File: src/rtl/xdma_c2h_desc_issuer.sv
// C2H descriptor-bypass issuer: one descriptor per user request, payload forwarded to the XDMA
// C2H stream, completion tracked with a timeout.
module xdma_c2h_desc_issuer #(
  parameter int unsigned DATA_WIDTH     = 256,
  parameter int unsigned TIMEOUT_CYCLES = 65535
) (
  input  logic                    clk,
  input  logic                    rst_n,
  input  logic                    req_valid,
  output logic                    req_ready,
  input  logic [63:0]             req_addr,
  input  logic [27:0]             req_len,
  input  logic                    in_tvalid,
  output logic                    in_tready,
  input  logic                    in_tlast,
  input  logic [DATA_WIDTH-1:0]   in_tdata,
  input  logic [DATA_WIDTH/8-1:0] in_tkeep,
  output logic                    c2h_tvalid,
  input  logic                    c2h_tready,
  output logic                    c2h_tlast,
  output logic [DATA_WIDTH-1:0]   c2h_tdata,
  output logic [DATA_WIDTH/8-1:0] c2h_tkeep,
  input  logic                    c2h_dsc_byp_ready,
  output logic                    c2h_dsc_byp_load,
  output logic [63:0]             c2h_dsc_byp_src_addr,
  output logic [63:0]             c2h_dsc_byp_dst_addr,
  output logic [27:0]             c2h_dsc_byp_len,
  output logic [15:0]             c2h_dsc_byp_ctl,
  input  logic                    c2h_desc_done,
  output logic                    busy,
  output logic                    len_err,
  output logic                    timeout_err,
  output logic [31:0]             done_cnt
);

  localparam int unsigned KEEP_W     = DATA_WIDTH / 8;
  localparam int unsigned LEN_W      = 28;
  localparam int unsigned BEAT_W     = 24;
  localparam int unsigned BYTE_SHIFT = $clog2(KEEP_W);
  localparam int unsigned TMO_W      = $clog2(TIMEOUT_CYCLES + 1);
  localparam logic [15:0] DESC_CTL   = 16'h0013;

  typedef enum logic [1:0] {IDLE, LOAD, STREAM, WAIT_DONE} state_t;

  state_t             state_q, state_d;
  logic               run_q;
  logic [63:0]        addr_q, addr_d;
  logic [LEN_W-1:0]   len_q, len_d;
  logic [15:0]        ctl_q, ctl_d;
  logic [BEAT_W-1:0]  exp_q, exp_d;
  logic [BEAT_W-1:0]  beat_q, beat_d;
  logic [TMO_W-1:0]   tmo_q, tmo_d;
  logic               len_err_q, len_err_d;
  logic               tmo_err_q, tmo_err_d;
  logic [31:0]        done_cnt_q, done_cnt_d;

  logic [LEN_W:0]     len_round;
  logic [BEAT_W-1:0]  beat_inc;
  logic               last_beat;
  logic [TMO_W-1:0]   tmo_inc;

  assign len_round = {1'b0, req_len} + (LEN_W + 1)'(KEEP_W - 1);
  assign beat_inc  = beat_q + BEAT_W'(1);
  assign last_beat = (beat_inc == exp_q);
  assign tmo_inc   = tmo_q + TMO_W'(1);

  // Next-state, datapath updates and handshake outputs
  always_comb begin
    state_d          = state_q;
    addr_d           = addr_q;
    len_d            = len_q;
    ctl_d            = ctl_q;
    exp_d            = exp_q;
    beat_d           = beat_q;
    tmo_d            = tmo_q;
    len_err_d        = len_err_q;
    tmo_err_d        = tmo_err_q;
    done_cnt_d       = done_cnt_q;
    req_ready        = 1'b0;
    c2h_dsc_byp_load = 1'b0;
    c2h_tvalid       = 1'b0;
    in_tready        = 1'b0;
    c2h_tlast        = 1'b0;
    case (state_q)
      IDLE: begin
        req_ready = run_q;
        if (req_valid && run_q) begin
          if (req_len == '0) begin
            len_err_d = 1'b1;
          end else begin
            addr_d  = req_addr;
            len_d   = req_len;
            ctl_d   = DESC_CTL;
            exp_d   = BEAT_W'(len_round >> BYTE_SHIFT);
            beat_d  = '0;
            state_d = LOAD;
          end
        end
      end
      LOAD: begin
        c2h_dsc_byp_load = c2h_dsc_byp_ready;
        if (c2h_dsc_byp_ready) state_d = STREAM;
      end
      STREAM: begin
        c2h_tvalid = in_tvalid;
        in_tready  = c2h_tready;
        // The final expected beat is closed off even if upstream never marks it
        c2h_tlast  = in_tlast | last_beat;
        if (in_tvalid && c2h_tready) begin
          beat_d = beat_inc;
          if (in_tlast || last_beat) begin
            if (!(in_tlast && last_beat)) len_err_d = 1'b1;
            tmo_d   = '0;
            state_d = WAIT_DONE;
          end
        end
      end
      WAIT_DONE: begin
        tmo_d = tmo_inc;
        if (c2h_desc_done) begin
          done_cnt_d = done_cnt_q + 32'd1;
          state_d    = IDLE;
        end else if (tmo_inc == TMO_W'(TIMEOUT_CYCLES)) begin
          tmo_err_d = 1'b1;
          state_d   = IDLE;
        end
      end
      default: state_d = IDLE;
    endcase
  end

  always_ff @(posedge clk or negedge rst_n) begin
    if (!rst_n) begin
      state_q    <= IDLE;
      run_q      <= 1'b0;
      addr_q     <= '0;
      len_q      <= '0;
      ctl_q      <= '0;
      exp_q      <= '0;
      beat_q     <= '0;
      tmo_q      <= '0;
      len_err_q  <= 1'b0;
      tmo_err_q  <= 1'b0;
      done_cnt_q <= '0;
    end else begin
      state_q    <= state_d;
      run_q      <= 1'b1;
      addr_q     <= addr_d;
      len_q      <= len_d;
      ctl_q      <= ctl_d;
      exp_q      <= exp_d;
      beat_q     <= beat_d;
      tmo_q      <= tmo_d;
      len_err_q  <= len_err_d;
      tmo_err_q  <= tmo_err_d;
      done_cnt_q <= done_cnt_d;
    end
  end

  assign c2h_tdata            = in_tdata;
  assign c2h_tkeep            = in_tkeep;
  assign c2h_dsc_byp_src_addr = '0;
  assign c2h_dsc_byp_dst_addr = addr_q;
  assign c2h_dsc_byp_len      = len_q;
  assign c2h_dsc_byp_ctl      = ctl_q;
  assign busy                 = (state_q != IDLE);
  assign len_err              = len_err_q;
  assign timeout_err          = tmo_err_q;
  assign done_cnt             = done_cnt_q;

endmodule

File: config.mk
export PLATFORM = sky130hd
export DESIGN_NAME = xdma_c2h_desc_issuer
export DESIGN_NICKNAME = d
export VERILOG_FILES = /design/src/rtl/xdma_c2h_desc_issuer.sv
export SDC_FILE = /design/constraint.sdc
export NUM_CORES = 1
export LEC_CHECK = 0
export BUFFER_PORTS_ARGS = -buffer_cell sky130_fd_sc_hd__buf_2
export CORE_AREA = 2 2 344 346
export CTS_BUF_LIST = sky130_fd_sc_hd__clkbuf_16
export CTS_CLUSTER_SIZE = 40
export DETAILED_ROUTE_END_ITERATION = 7
export DIE_AREA = 0 0 346 348
export GPL_ROUTABILITY_DRIVEN = 0
export HOLD_SLACK_MARGIN = 0.15
export PLACE_DENSITY = 0.36
export SYNTH_ARGS = -nofsm -noshare
export SYNTH_HDL_FRONTEND = slang
export SYNTH_SLANG_ARGS = --single-unit
File: constraint.sdc
create_clock -name clk -period 3.83 [get_ports clk]
set_input_delay 0.1915 -clock clk [delete_from_list [all_inputs] [get_ports clk]]
set_output_delay 0.1915 -clock clk [all_outputs]
set_load 0.005 [all_outputs]
# Word-level counts from Yosys, hierarchy flattened
# Index checks and enable logic that the tools add are counted.
# totals
memories,0
ramBits,0
rom_bits,0
out_inout_bits,500
elab_cells,73
inputBits,388
latchBits,0
regBits,194
# op_classes
magnitude_cmp,0
n_shift,0
div,0
multipliers,0
n_bitwise,3
reduce_logical,16
n_addsub,4
n_mux,26
eq_ne,13
# op_table
operator,n
24-bit two-way mux,3
24-bit one-hot mux with 2 select lines,1
32-bit by 1-bit adder with 32-bit output (second input constant),1
16-bit two-way mux,2
16-bit one-hot mux with 2 select lines,1
28-bit by 5-bit adder with 29-bit output (second input constant),1
28-bit zero test,1
24-bit by 1-bit adder with 24-bit output (second input constant),1
24-bit equality test,1
16-bit by 1-bit adder with 16-bit output (second input constant),1
16-bit equality test (second input constant),1
2-bit two-way mux,7
2-bit != test (second input constant),7
6-bit AND reduction,2
1-bit two-way mux,10
3-bit AND reduction,3
2-bit one-hot mux with 4 select lines,1
2-bit nonzero test,3
2-bit equality test (second input constant),2
4-bit AND reduction,1
1-bit logical AND,3
3-bit != test (second input constant),1
2-bit by 1-bit equality test with 1-bit output (second input constant),1
2-bit zero test,1
5 further kinds,6

# Longest topological paths before layout
# logic_depth
depth_word,7
mapped_depth,12
depth_no_buf,10

# Worst setup path before layout
# OpenSTA, ideal clock, no wires.
# synth_path
kind,reg-to-reg
from,reg beat_q[0]
to,reg state_q[0]
slack_ps,120
period_less_slack_ps,3710
stages_incl_launch_ff,11
t_arrival_ps,3586
n_path_buf,0
path_cell_list,dfrtp_1 -> ha_1 -> nand4_4 -> nor4_4 -> a21oi_1 -> or4b_1 -> or4_1 -> o41a_1 -> o21a_1 -> nor3_2 -> mux2_2
# synth_between
elab_chain_len,5
# synth_rtl
element,line,rtl
from (decl),51,"logic [BEAT_W-1:0] beat_q, beat_d;"
from (signal assigned),152,beat_q <= beat_d;
24-bit by 1-bit adder with 24-bit output,63,assign beat_inc = beat_q + BEAT_W'(1);
24-bit equality test,64,assign last_beat = (beat_inc == exp_q);
1-bit logical OR,111,if (in_tlast || last_beat) begin
2-bit != test (no line),--,
6-bit AND reduction (no line),--,
to (signal assigned),146,state_q <= state_d;
to (decl),45,"state_t state_q, state_d;"
# No other way between the ends.
# A chain may end at the register's enable or synchronous reset.

# Worst setup path after layout
# layout_path
from,reg beat_q[0]
to,out c2h_tlast
# layout_between
elab_chain_len,4
# layout_rtl
element,line,rtl
24-bit by 1-bit adder with 24-bit output,63,
24-bit equality test,64,
1-bit OR,108,c2h_tlast = in_tlast | last_beat;
1-bit two-way mux,84,case (state_q)
to (decl),20,"output logic c2h_tlast,"
# No other way between the ends.

==> impl_metrics.json <==
{
  "status": "finished clean",
  "pin_count": 888,
  "crit_arrival_ps": 3450,
  "min_path_type": "input pin to flop",
  "critPathKind": "flop to output port",
  "timing.rr.end": "state_q[1]$_DFFE_PN0P_",
  "drc": 0,
  "grt_setup_unrepaired": "no",
  "num_rows": 126,
  "first_pass_iters": 7,
  "worstHoldPathCells": 4,
  "area_growth_pct": 19.5,
  "grt_max_degree": 100,
  "async_reset_ff_frac": 1.00,
  "skew_ps": 16.9,
  "layout_common_cells": "buf_2 (232), dfrtp_1 (191), nand2_1 (107), mux2_2 (95), dlygate4sd3_1 (95)",
  "place_hpwl_um": 39500,
  "cts.sinks": 194,
  "cts-root-buf": "clkbuf_16",
  "grt_pass1_vias": 9362,
  "path_cells": "ha_2, nand4_4, nor4_4, a21oi_1, or4b_1, or4_1, o41a_1, nor2_2, buf_4",
  "tns_ps": 0,
  "clk_latency_ps": 490,
  "fmax_ghz": 0.274,
  "start_util": 0.109,
  "vias": 9077,
  "grt_usage": 0.0798,
  "crit_fanout": 4,
  "synth_ff_type": "dfrtp_1",
  "hold_violations": 0,
  "postRouteAntennaNets": 0,
  "coreArea_um2": 117000,
  "cts.reportedPaths.clkPinSlew_ps": 80,
  "synth_cell_type_count": 59,
  "cts_max_level": 4,
  "synth_edf_count": 0,
  "port_buffers": 234,
  "numCtsBuffers": 17,
  "drive_above_1_share": 0.311,
  "max-slew-margin-rel": 0.446,
  "dieArea_um2": 120000,
  "yosys_warnings": 0,
  "synth_cells": 1334,
  "syn-cell-area_um2": 12700,
  "layout_commonest_cell": "buf_2",
  "fin_crit_ps": 3650,
  "grt_pass1_wl_um": 69600,
  "synth.avg_cell_area_um2": 9.53,
  "cp_slowest_cell": "or4_1",
  "antenna_found_initial": 5,
  "p_leak_nw": 6.36,
  "drt_first_iter_violations": 443,
  "layout_worst_path_cycle_share": 0.952,
  "drv_cap": 0,
  "globalRouteOverflowTotal": 0,
  "die_height_um": 348,
  "min_to": "len_err$_DFFE_PN0P_",
  "die_w_um": 346,
  "netlist_top_cells_area": "dfrtp_1 (38%), buf_4 (22%), mux2_2 (8.4%)",
  "cellPowerDensity_nw_per_um2": 534,
  "drt-wirelength-per-cell_um": 16.8,
  "r2r_slack_ps": 210,
  "ys_ff_latch": 194,
  "tightest_slew_ps": 831,
  "min-delay-start": "in_tlast",
  "critPathMaxStageDelay_ps": 550,
  "yosysSeqAreaShare": 0.382,
  "cp.required_ps": 3640,
  "vias_per_cell": 3.09,
  "nets": 1787,
  "worst-r2r-cell-count": 10,
  "start_kind": "flop",
  "synth_top_area_frac": 0.382,
  "slew_viol_final": 0,
  "finalSetupViolCount": 0,
  "peakVddDrop_uv": 392,
  "fill_cells": 13400,
  "yosysTopAreaCell": "dfrtp_1",
  "postLayoutCoreUtil": 0.130,
  "totalWireLength_um": 49300,
  "reg2reg_from": "beat_q[0]$_DFFE_PN0P_",
  "crit_path_end_kind": "output port",
  "cts_tree": "built",
  "cts_max_path_buffers": 2
}
registers in the layout, indices dropped and copies added (netlist names):
name,flops
c2h_dsc_byp_dst_addr,64
done_cnt,32
c2h_dsc_byp_len,28
beat_q,24
exp_q,24
tmo_q,16
state_q,2
c2h_dsc_byp_ctl,1
len_err,1
run_q,1
timeout_err,1
critical path, delay by kind of cell, from the launching register on:
kind            cells  cell delay [ps]
simple gates        5             1600
compound gates      2              590
flops               1              390
fa+ha+maj           1              230
buf+inv             1              170
power breakdown:
group	internal [mW]	switching, mW
registers	2.76	0.503
logic	1.46	1.48
clock network	0.890	1.02
total	5.11	3.01
cell families (layout without fill, tap and decap cells):
logic type,after synthesis,count (layout),synth area share
XOR/XNOR,82,82,0.0565
AND/OR/NAND/NOR,350,350,0.145
other,2,79,0.000591
multiplexers,103,103,0.0905
flip-flops,194,194,0.382
AO/OA/AOI/OAI,153,153,0.0775
adder cells (fa/ha/maj),8,8,0.00788
buffers and inverters,442,436,0.240
how the worst max path moves through the flow:
stage	endpoint	depth (start not counted)	start	slack, ps
floorplan	state_q[0]$_DFFE_PN0P_	10	beat_q[0]$_DFFE_PN0P_	120
detailed placement	tmo_q[13]$_DFFE_PN0P_	11	beat_q[0]$_DFFE_PN0P_	120
finish	c2h_tlast	9	beat_q[0]$_DFFE_PN0P_	180
CTS	c2h_tlast	10	beat_q[0]$_DFFE_PN0P_	5
global route	c2h_tlast	11	beat_q[0]$_DFFE_PN0P_	8
global placement	state_q[0]$_DFFE_PN0P_	10	beat_q[0]$_DFFE_PN0P_	180
layer usage:
layer	wire, um	part of all wire	GRT usage	vias to the layer above
met3	6240	0.13	0.0465	132
met4	2760	0.056	0.0466	2
met2	23800	0.48	0.135	547
met5	46	0.00093	0.00280	-
li1	-	-	-	4198
met1	16500	0.33	0.0746	4198
Yosys cell counts, types with 8 or more instances:
| master | count |
|---|---|
| xor2_1 | 30 |
| buf_4 | 368 |
| or3_1 | 8 |
| xnor2_1 | 52 |
| o311ai_0 | 10 |
| dfrtp_1 | 194 |
| nand3_1 | 48 |
| and2_1 | 21 |
| inv_1 | 21 |
| nand4_1 | 14 |
| mux2_2 | 95 |
| nor3_1 | 30 |
| buf_2 | 12 |
| a22o_1 | 12 |
| a21oi_1 | 12 |
| o21ai_0 | 71 |
| nor4_1 | 12 |
| and4_1 | 10 |
| nand2b_1 | 14 |
| ha_1 | 8 |
| clkbuf_1 | 39 |
| nor2_1 | 32 |
| nand2_1 | 107 |
| mux2i_1 | 8 |
| and3_1 | 21 |
layout make-up:
class,instances,area [um^2],share of cell area
diodes,1,2.50,0.000165
clock buffers,17,425,0.0280
clock inverters,15,179,0.0118
inverters,21,78.8,0.00519
multi-input cells,774,5120,0.337
flip-flops and latches,194,4860,0.320
well taps,1536,1920,0.126
repair buffers,383,2600,0.171
what timing repair did:
item	CTS	global route
hold endpoints to repair	218	0
hold buffers	95	0
setup buffers	0	2
endpoints found under the setup margin	0	13
resized for setup	0	15
stage by stage:
stage	cells	setup slack, ps	hold slack (ps)	area (um^2)	power [mW]
after detailed placement	2811	125	323	13600	6.22
after CTS	2938	4.94	238	15100	8.29
after global routing	2941	8.27	273	15200	8.76
after global placement	2811	183	316	13600	6.22
final	2941	185	275	15200	8.11
after floorplan	1410	120	-104	13000	5.09
Note: power is estimated with default switching activity, not from simulation.
